==> config.mk <==
export PLATFORM = sky130hd
export DESIGN_NAME = memory_port_arbiter
export DESIGN_NICKNAME = d
export VERILOG_FILES = /design/src/rtl/memory_port_arbiter.sv
export SDC_FILE = /design/constraint.sdc
export NUM_CORES = 1
export LEC_CHECK = 0
export ABC_AREA = 1
export BUFFER_PORTS_ARGS = -buffer_cell sky130_fd_sc_hd__clkbuf_2
export CORE_MARGIN = 3
export CORE_UTILIZATION = 35
export CTS_BUF_LIST = sky130_fd_sc_hd__clkbuf_8
export CTS_CLUSTER_SIZE = 24
export DETAILED_ROUTE_END_ITERATION = 16
export HOLD_SLACK_MARGIN = 0.15
export PLACE_DENSITY_LB_ADDON = 0.25
export REMOVE_ABC_BUFFERS = 1
export SLEW_MARGIN = 10
export SYNTH_ARGS = -nofsm -noshare
export SYNTH_HDL_FRONTEND = slang
export SYNTH_SLANG_ARGS = --single-unit
==> constraint.sdc <==
create_clock -name clock -period 3.8 [get_ports clock]
set_input_delay 0.76 -clock clock [delete_from_list [all_inputs] [get_ports clock]]
set_output_delay 0.76 -clock clock [all_outputs]
set_load 0.05 [all_outputs]
==> src/rtl/memory_port_arbiter.sv <==
// Two-requester (fetch / data) arbiter for the single memory port, one transaction at a time.
// Optional fetch-starvation guard enabled by defining MEMORY_ARBITER_FAIRNESS_EN.
module memory_port_arbiter #(
  parameter int WIDTH           = 32,
  parameter int MAX_DATA_STREAK = 4
) (
  input  logic             clock,
  input  logic             reset_n,
  input  logic             fetch_enable,
  input  logic [WIDTH-1:0] fetch_address,
  input  logic             fetch_cancel,
  output logic             fetch_valid,
  output logic [WIDTH-1:0] fetch_data,
  input  logic             data_enable,
  input  logic             data_write,
  input  logic [WIDTH-1:0] data_address,
  input  logic [WIDTH-1:0] data_write_data,
  output logic             data_valid,
  output logic [WIDTH-1:0] data_read_data,
  output logic             mem_enable,
  output logic             mem_write,
  output logic [WIDTH-1:0] mem_address,
  output logic [WIDTH-1:0] mem_write_data,
  input  logic [WIDTH-1:0] mem_read_data,
  input  logic             mem_ack
);

  typedef enum logic [1:0] {IDLE, FETCH_BUSY, DATA_BUSY} state_t;

  state_t           state_q;
  logic             mem_enable_q, mem_write_q, fetch_valid_q, data_valid_q, discard_q;
  logic [WIDTH-1:0] mem_address_q, mem_write_data_q, fetch_data_q, data_read_data_q;
  logic             fetch_ok, fetch_turn, data_grant, fetch_grant;

  assign fetch_ok = fetch_enable & ~fetch_cancel;

`ifdef MEMORY_ARBITER_FAIRNESS_EN
  localparam int STREAK_W = $clog2(MAX_DATA_STREAK + 1);
  logic [STREAK_W-1:0] streak_q, streak_d;

  assign fetch_turn = fetch_ok & data_enable & (streak_q == STREAK_W'(MAX_DATA_STREAK));

  // Counts data grants that overtook a waiting fetch; reset once fetch is served or gone.
  always_comb begin
    streak_d = streak_q;
    if (state_q == IDLE) begin
      if (fetch_grant || !fetch_ok) begin
        streak_d = '0;
      end else if (data_grant) begin
        streak_d = streak_q + STREAK_W'(1);
      end
    end
  end

  always_ff @(posedge clock or negedge reset_n) begin
    if (!reset_n) begin
      streak_q <= '0;
    end else begin
      streak_q <= streak_d;
    end
  end
`else
  logic cfg_unused;
  assign cfg_unused = (MAX_DATA_STREAK > 0);
  assign fetch_turn = 1'b0;
`endif

  assign data_grant  = data_enable & ~fetch_turn;
  assign fetch_grant = fetch_ok & ~data_grant;

  always_ff @(posedge clock or negedge reset_n) begin
    if (!reset_n) begin
      state_q          <= IDLE;
      mem_enable_q     <= 1'b0;
      mem_write_q      <= 1'b0;
      mem_address_q    <= '0;
      mem_write_data_q <= '0;
      fetch_valid_q    <= 1'b0;
      fetch_data_q     <= '0;
      data_valid_q     <= 1'b0;
      data_read_data_q <= '0;
      discard_q        <= 1'b0;
    end else begin
      fetch_valid_q <= 1'b0;
      data_valid_q  <= 1'b0;
      case (state_q)
        IDLE: begin
          if (data_grant) begin
            state_q          <= DATA_BUSY;
            mem_enable_q     <= 1'b1;
            mem_write_q      <= data_write;
            mem_address_q    <= data_address;
            mem_write_data_q <= data_write_data;
          end else if (fetch_grant) begin
            state_q          <= FETCH_BUSY;
            mem_enable_q     <= 1'b1;
            mem_write_q      <= 1'b0;
            mem_address_q    <= fetch_address;
            mem_write_data_q <= '0;
            discard_q        <= 1'b0;
          end
        end
        FETCH_BUSY: begin
          // Memory cannot abort, so a cancelled fetch still waits for ack but is dropped.
          if (mem_ack) begin
            state_q      <= IDLE;
            mem_enable_q <= 1'b0;
            discard_q    <= 1'b0;
            if (!(discard_q || fetch_cancel)) begin
              fetch_valid_q <= 1'b1;
              fetch_data_q  <= mem_read_data;
            end
          end else if (fetch_cancel) begin
            discard_q <= 1'b1;
          end
        end
        DATA_BUSY: begin
          if (mem_ack) begin
            state_q      <= IDLE;
            mem_enable_q <= 1'b0;
            data_valid_q <= 1'b1;
            if (!mem_write_q) begin
              data_read_data_q <= mem_read_data;
            end
          end
        end
        default: state_q <= IDLE;
      endcase
    end
  end

  assign mem_enable     = mem_enable_q;
  assign mem_write      = mem_write_q;
  assign mem_address    = mem_address_q;
  assign mem_write_data = mem_write_data_q;
  assign fetch_valid    = fetch_valid_q;
  assign fetch_data     = fetch_data_q;
  assign data_valid     = data_valid_q;
  assign data_read_data = data_read_data_q;

endmodule

* Word level (Yosys, flattened, before mapping)
Cells that the tools add are included.
Word-level totals: register bits 135, word-level logic and storage cells 58, output and inout bits 132, bits of input ports 135
Operators by class: reduce and logical (&&, ||, !) cells 12, equality and inequality tests 7, bitwise gates (word level) 6, mux-type cells 23
Operators with widths (count):
- 2-to-1 mux 32 bit | 4
- 2-to-1 mux 1 bit | 13
- AND reduction 3 bit | 3
- 2-to-1 mux 2 bit | 3
- != test 3 bit, second input constant | 2
- nonzero test 2 bit | 3
- != test 2 bit, second input constant | 2
- NOT 1 bit | 4
- one-hot mux 1 bit (2 select lines) | 2
- one-hot mux 2 bit (2 select lines) | 1
- AND reduction 2 bit | 2
- AND reduction 4 bit | 1
- bitwise AND 1 bit | 2
- equality test 2 x 1 -> 1 bit, second input constant | 1
- equality test 2 bit, second input constant | 1
- logical NOT 2 bit | 1
- != test 2 x 1 -> 1 bit, second input constant | 1
- OR reduction 2 bit | 1
- logical OR 1 bit | 1

* Depth between registers and ports, before layout
Gate-level depths: netlist of run 1.
depth after elaboration 6, depth in mapped cells 9, gate-level depth less buffers 9

* Least setup slack after synthesis of run 1
Ideal clock, no wire load.
kind input to register, from input port data_enable, to register mem_address_q[16], in the netlist mem_address[16], buffers on the path 2, library setup time 0.123 ns, setup slack 2.204 ns, arrival 1.474 ns, data required time 3.677 ns, stages on the path 5, cells stage by stage buf_4 inv_4 a21oi_4 buf_2 o21ai_2
On the way: cells in the longest elaborated chain, start to end 4, elaborated cells between the ends (all ways) 5, classes of those cells 1 x mux; 2 x bitwise; 2 x reduce/logical
RTL lines:
- start: declaration | line 14 | input logic data_enable,
- NOT 1 bit | line 69 | assign fetch_grant = fetch_ok & ~data_grant;
- bitwise AND 1 bit | line 69
- nonzero test 2 bit (no source line)
- AND reduction 2 bit (no source line)
- end signal: assignment | line 92 | mem_address_q <= data_address;
- end signal: assignment | line 98 | mem_address_q <= fetch_address;
- end: declaration | line 32 | logic [WIDTH-1:0] mem_address_q, mem_write_data_q, fetch_data_q, data_read_data_q;
Parallel ways exist; a longest one is shown, timed or not. A chain may end at the register's enable or synchronous reset.

* Final worst setup path of run 1
from register state_q[0], to register mem_write_data_q[0], in the netlist mem_write_data[0]
On the way: cells in the longest elaborated chain, start to end 2
RTL lines:
- start: declaration | line 30 | state_t state_q;
- start signal: assignment | line 73 | state_q <= IDLE;
- start signal: assignment | line 89 | state_q <= DATA_BUSY;
- start signal: assignment | line 95 | state_q <= FETCH_BUSY;
- logical NOT 2 bit | line 86 | case (state_q)
- AND reduction 2 bit (no source line)
- end signal: assignment | line 93 | mem_write_data_q <= data_write_data;
- end: declaration | line 32
No other way between the ends.

==> results.md, run 1 <==
* Status: finished, final reports clean
* Most frequent cell after synthesis: nand2_1
* Post-layout min period at 1.90 ns
* CTS Buffer Depth at 2
* Hold crit path type: primary input to asynchronous set/reset pin
* First-pass GRT wire length at around 23000 um
* CP Max Fanout at 63
* Final net count at between 1000 and 1500
* Layout cells sized above 1 at a little over a third
* Clk_skew at ~0.012 ns
* Worst-Margin Slew at just under 1 ns
* Standard-cell row count at 46
* Clock root buffer: clkbuf_8
* Clock-pin slew on the worst setup and hold paths at about 0.080 ns
* TritonCTS clock tree: built
* P_int at 3420 uW
* Post-synth top area cell: dfrtp_1
* Clk_lat worst skew at approximately 0.43 ns
* Post-layout util at 47.6%
* Number of port buffers at ~270
* Cell area after synthesis at about 5700 um2
* Vias per cell at ~4.2
* DRT Wirelength at 14300 um
* Synth unique cells at 19
* DRT iter0 DRCs at roughly 200
* Gp weighted congestion at 0.787
* Highest clock rate at between 500 and 600 MHz
* Peak supply drop at 440 uV
* Asr flop ratio synth at 100%
* CTS HTree Levels at 4
* Core box area at between 15000 and 20000 um2
* Sink Count at around 140
* Endpoints failing setup at 0
* CP Launch Type: flop
* Pre-CTS setup slack at 1.57 ns
* Die Wd at 134 um
* Synth Warn # at 0
* Synth area leaders: dfrtp_1 59%, nand2_1 16%, o21ai_0 9.3%
* Ports at approximately 270
* Post-DR wirelength/cell at between 10 and 15 um
* Gate power share at 52.9%
* Cts hold-fix bufs at 0
* Worst Slack Setup Final at 1.90 ns
* Setup TNS at 0 ns
* PD cells at 985 nW/um2
* Final hold violation count at 0
* Setup Buffers After CTS at 0
* Cts bufs inserted at 17
* Main synth FF type: dfrtp_1
* Fin crit share at 50.1%
* Sw Share at a little over half
* Slew HR at 33.5%
* Sequential fraction of the synthesis area at 59.1%
* Pleak at 0.00438 uW
* Antenna violations before repair at 0
* Residual DRC at 0
* Synth Instances at ~670
* HPWL Detailed at about 10000 um
* Area Growth Syn to Fin at 32.7%
* Post-cts resize count at 0
* Finished Layout Cells at 1154
* Proportion of power drawn by the clock network at ~15%
* Placed insts at ~1100
* CP Capture Type: flop
* Die Footprint at roughly 18000 um2
* Die height at 134 um
* Yosys top cell area share at 59.1%
* Setup CP Type: flop to flop
* Avg Cell Area, Syn at 8.57 um2
* Drt pass-1 iters at 4
* Gr usage total at ~16%
* Post-route ant nets at 0
* Overflow after GRT at 0
* Power Total at 7480 uW
* Initial Utilization at a little over a third
* EDFF count, synth at 0
* CP required at around 4.1 ns
* Max-slew violation count at 0
* Part of the power in registers at 32.4%
* NetSw at between 4000 and 5000 uW
* Fillcell total at 1602
* Vias in the first global route at 4644
* ANT cells at 0
* Synthesized flop and latch total at around 140
* Max-cap violations at 0
* Synth top cells by count: 242 x nand2_1, 135 x dfrtp_1, 108 x inv_1, 106 x o21ai_0, 20 x o21ai_2
* Arr. time, crit path at 2.21 ns
* Largest net degree at the start of global routing at 74
* Via count at about 4900
* RSZ-0062 raised after global routing: no
-- final timing paths --
check	depth (start not counted)	end	startpoint	slack [ns]
setup / recovery	6	mem_write_data[0]	state_q[0]	1.90
hold / removal	1	mem_address[24]	reset_n	0.29
setup reg to reg	6	mem_write_data[0]	state_q[0]	1.90
hold reg to reg	2	data_read_data[17]	data_read_data[17]	0.48
max in group asynchronous	2	data_read_data[3]	reset_n	2.70
min in group clock	2	data_read_data[17]	data_read_data[17]	0.48
-- state kept, by name (all words and copies together) (netlist names) --
name            cells
data_read_data     32
data_valid          1
discard_q           1
fetch_data         32
fetch_valid         1
mem_address        32
mem_enable          1
mem_write           1
mem_write_data     32
state_q             2
-- cell usage in the layout (no fill, tap or decap) --
cell        Yosys  layout
dfrtp_1       135     135
clkinv_4        0       1
inv_6           0       1
o21ai_1         4       4
nand3_1         6       5
nand2_2         1       1
a21oi_1         1       1
a21oi_4         1       1
clkinv_1        1       1
nor2_1          5       5
o21ai_2        20      20
buf_12          0       2
nand3_2         0       1
clkbuf_2        0     265
clkinv_2        0       7
clkinvlp_4      0       3
nand2_1       242     242
buf_4           1       4
ha_1            3       3
clkbuf_8        0      19
o21ai_0       106     106
inv_4           1       1
inv_1         108     108
bufinv_16       0       1
buf_6           4       1
-- power by group through the flow --
stage | logic (uW) | clock network (uW) | registers (uW)
after floorplan | 786 | 0 | 4580
after global placement | 3960 | 0 | 2430
after detailed placement | 4010 | 0 | 2430
after CTS | 4000 | 1150 | 2420
after global routing | 4220 | 1210 | 2500
final | 3960 | 1100 | 2420
-- per-stage QoR --
stage                     hold WS [ns]  cell area (um2)
after detailed placement         0.472             7220
after global routing             0.301             7590
after CTS                        0.288             7590
after global placement           0.465             7220
after floorplan                  0.442             5540
final                            0.285             7590
-- cells by family (layout without fill, tap and decap cells) --
group | count (synthesis) | count (layout) | synth area share (%)
AOI/OAI and AO/OA | 132 | 132 | 13.1
DFF | 135 | 135 | 59.1
and+or+nand+nor | 254 | 254 | 16.8
adders and majority gates | 3 | 3 | 0.656
buffers and inverters | 143 | 414 | 10.4
-- worst max-delay path, cell delays in order, from the launching register on --
cell	delay, ns
dfrtp_1	0.40
inv_1	0.09
ha_1	0.22
inv_1	0.11
a21oi_4	0.46
buf_12	0.32
o21ai_0	0.14
-- area by class of cell --
class	count	area [um2]	share of cell area (%)
multi-input combinational	389	1750	23.1
inverter	110	415	5.47
sequential	135	3380	44.5
timing repair buffer	272	1410	18.5
clock buffer	19	262	3.44
clock inverter	13	105	1.38
tap	216	270	3.56
-- metal layers --
layer  track usage, %  share of wire (%)  up-vias  wire length (um)
met5                0                  0        -                 0
met4             5.14                1.3        0               185
met3             5.74                9.3       14              1340
met2             24.8                 44      197              6280
met1             21.8                 46     2105              6540
li1                 -                  -     2534                 -
(Power assumes the default switching activity.)
==> run 2: changes to the inputs <==
- clock period: 3.8 -> 1.6 ns (I/O delays scaled with it)
==> results.md, run 2 (synthesized netlist as in run 1, its figures left out) <==
* Gate power share at 52.4%
* Delay of the slowest critical-path stage at roughly 0.40 ns
* CP Launch Type: flop
* CP max stage cell: dfrtp_1
* Overflow after GRT at 0
* Fin crit share at a little over 90%
* Sink Count at 135
* Die Footprint at approximately 18000 um2
* Clock-pin slew on the worst setup and hold paths at ~0.08 ns
* Max-slew violation count at 0
* Vias in the first global route at 5348
* NetSw at just under 10000 uW
* Sw Share at between 50% and 60%
* Largest net degree at the start of global routing at 65
* Status: finished, final reports clean
* CP Capture Type: flop
* Die Wd at ~130 um
* Via count at around 5400
* Commonest non-fill, non-tap cell in the layout: clkbuf_2
* CP required at between 1.5 and 2 ns
* Crit-path cells: inv_1, ha_2, inv_2, a21oi_4, buf_12, clkbuf_16, nand2_1, o21ai_2
* Number of port buffers at about 270
* CTS Buffer Depth at 2
* Post-route ant nets at 0
* Crit path max-delay family: buffers and inverters
* DRT Wirelength at ~16000 um
* Post-layout util at between 50 and 60%
* Gp weighted congestion at approximately 0.76
* Part of the power in registers at between 30% and 40%
* Layout cells sized above 1 at about a third
* Clk_skew at around 0.0075 ns
* Vias per cell at approximately 4.3
* Cts bufs inserted at 17
* Standard-cell row count at between 40 and 50
* Worst-Margin Slew at between 0.3 and 0.4 ns
* Residual DRC at 0
* Peak supply drop at a little under 1000 uV
* Antenna violations before repair at 0
* Setup CP Type: flop to flop
* Final hold violation count at 0
* Area Growth Syn to Fin at 53.9%
* P_int at just over 9000 uW
* Proportion of power drawn by the clock network at around 17%
* First-pass GRT wire length at around 26000 um
* Most frequent cells in the layout: 265 x clkbuf_2, 242 x nand2_1, 135 x dfrtp_1
* CTS HTree Levels at 4
* CP Max Fanout at 18
* Hold crit path type: primary input to flop
* Max-cap violations at 0
* Endpoints failing setup at 0
* Slew HR at between 70 and 80%
* Ports at 267
* Arr. time, crit path at 1.86 ns
* Clk_lat worst skew at 0.43 ns
* Die height at roughly 130 um
* Power Total at 18900 uW
* WP buf/inv at 4
* Clock root buffer: clkbuf_8
* Post-layout min period at around 1.5 ns
* Drt pass-1 iters at 5
* DRT iter0 DRCs at between 200 and 250
* TritonCTS clock tree: built
* PD cells at between 2000 and 2500 nW/um2
* RSZ-0062 raised after global routing: no
* Core box area at between 15000 and 20000 um2
* Gr usage total at 18.1%
* Final net count at approximately 1200
* ANT cells at 0
* HPWL Detailed at roughly 11000 um
* Initial Utilization at a little over a third
* Pleak at 0.00492 uW
* Post-DR wirelength/cell at ~13 um
* Highest clock rate at 671 MHz
==> run 2: changes by cell type in the layout (fill, tap and decap cells not counted), sizes merged <==
| cell | change |
|---|---|
| buf | +9 |
| clkinv | -3 |
| clkinvlp | -2 |
| dlygate4sd3 | +93 |
| inv | +2 |
| bufinv | +4 |
==> run 2: cell type report <==
type / instances / area [um2]
Fill cell: 1495 / 7140
Sequential cell: 135 / 3380
Timing Repair Buffer: 375 / 2530
Multi-Input combinational cell: 389 / 1760
Inverter: 110 / 415
Tap cell: 216 / 270
Clock buffer: 18 / 248
Clock inverter: 14 / 206
==> run 2: worst paths after layout <==
| path | from | end | slack, ns | cells after the start |
|---|---|---|---|---|
| setup / recovery | state_q[1] | mem_address[7] | 0.11 | 8 |
| hold / removal | mem_read_data[15] | fetch_data[15] | 0.18 | 3 |
| setup reg to reg | state_q[1] | mem_address[7] | 0.11 | 8 |
| hold reg to reg | discard_q | discard_q | 0.48 | 2 |
| max in group asynchronous | reset_n | data_read_data[1] | 0.71 | 3 |
| min in group asynchronous | reset_n | mem_address[9] | 0.33 | 2 |
==> run 2: power groups by stage <==
| stage | clock network (uW) | logic, uW | registers (uW) |
|---|---|---|---|
| floorplan | 0 | 1870 | 10900 |
| global placement | 0 | 9540 | 5790 |
| detailed placement | 0 | 9660 | 5770 |
| CTS | 3330 | 9840 | 5760 |
| global route | 3480 | 10500 | 5950 |
| finish | 3210 | 9900 | 5770 |
==> run 2: what timing repair did <==
action,CTS,global route
endpoints found under the hold margin,248,0
gates resized for setup,0,2
setup endpoints to repair,0,44
buffers inserted,0,1
hold buffers,93,0
==> run 2: routing by layer <==
layer,part of all wire [%],global-route usage (%),up-vias
li1,-,-,2742
met1,43,22.7,2383
met2,47,29.1,230
met3,7.6,5.70,31
met4,2.6,7.49,0
met5,0,0,-
==> run 2: worst reg2reg max path: stages, from the launching register on <==
cell and delay (ns):
dfrtp_1 0.40, inv_1 0.10, ha_2 0.22, inv_2 0.06, a21oi_4 0.18, buf_12 0.15
clkbuf_16 0.19, nand2_1 0.08, o21ai_2 0.05
==> run 2: stage by stage <==
stage | TNS [ns] | cell area, um2 | instances | hold slack [ns] | worst slack [ns]
final | 0 | 8800 | 1257 | 0.177 | 0.109
after global placement | 0 | 7370 | 1130 | 0.236 | 0.134
after detailed placement | 0 | 7370 | 1130 | 0.238 | 0.0893
after global routing | 0 | 8800 | 1257 | 0.175 | 0.00845
after CTS | 0 | 8760 | 1255 | 0.151 | 0.0577
after floorplan | -64.30 | 5540 | 634 | 0.0244 | -0.728
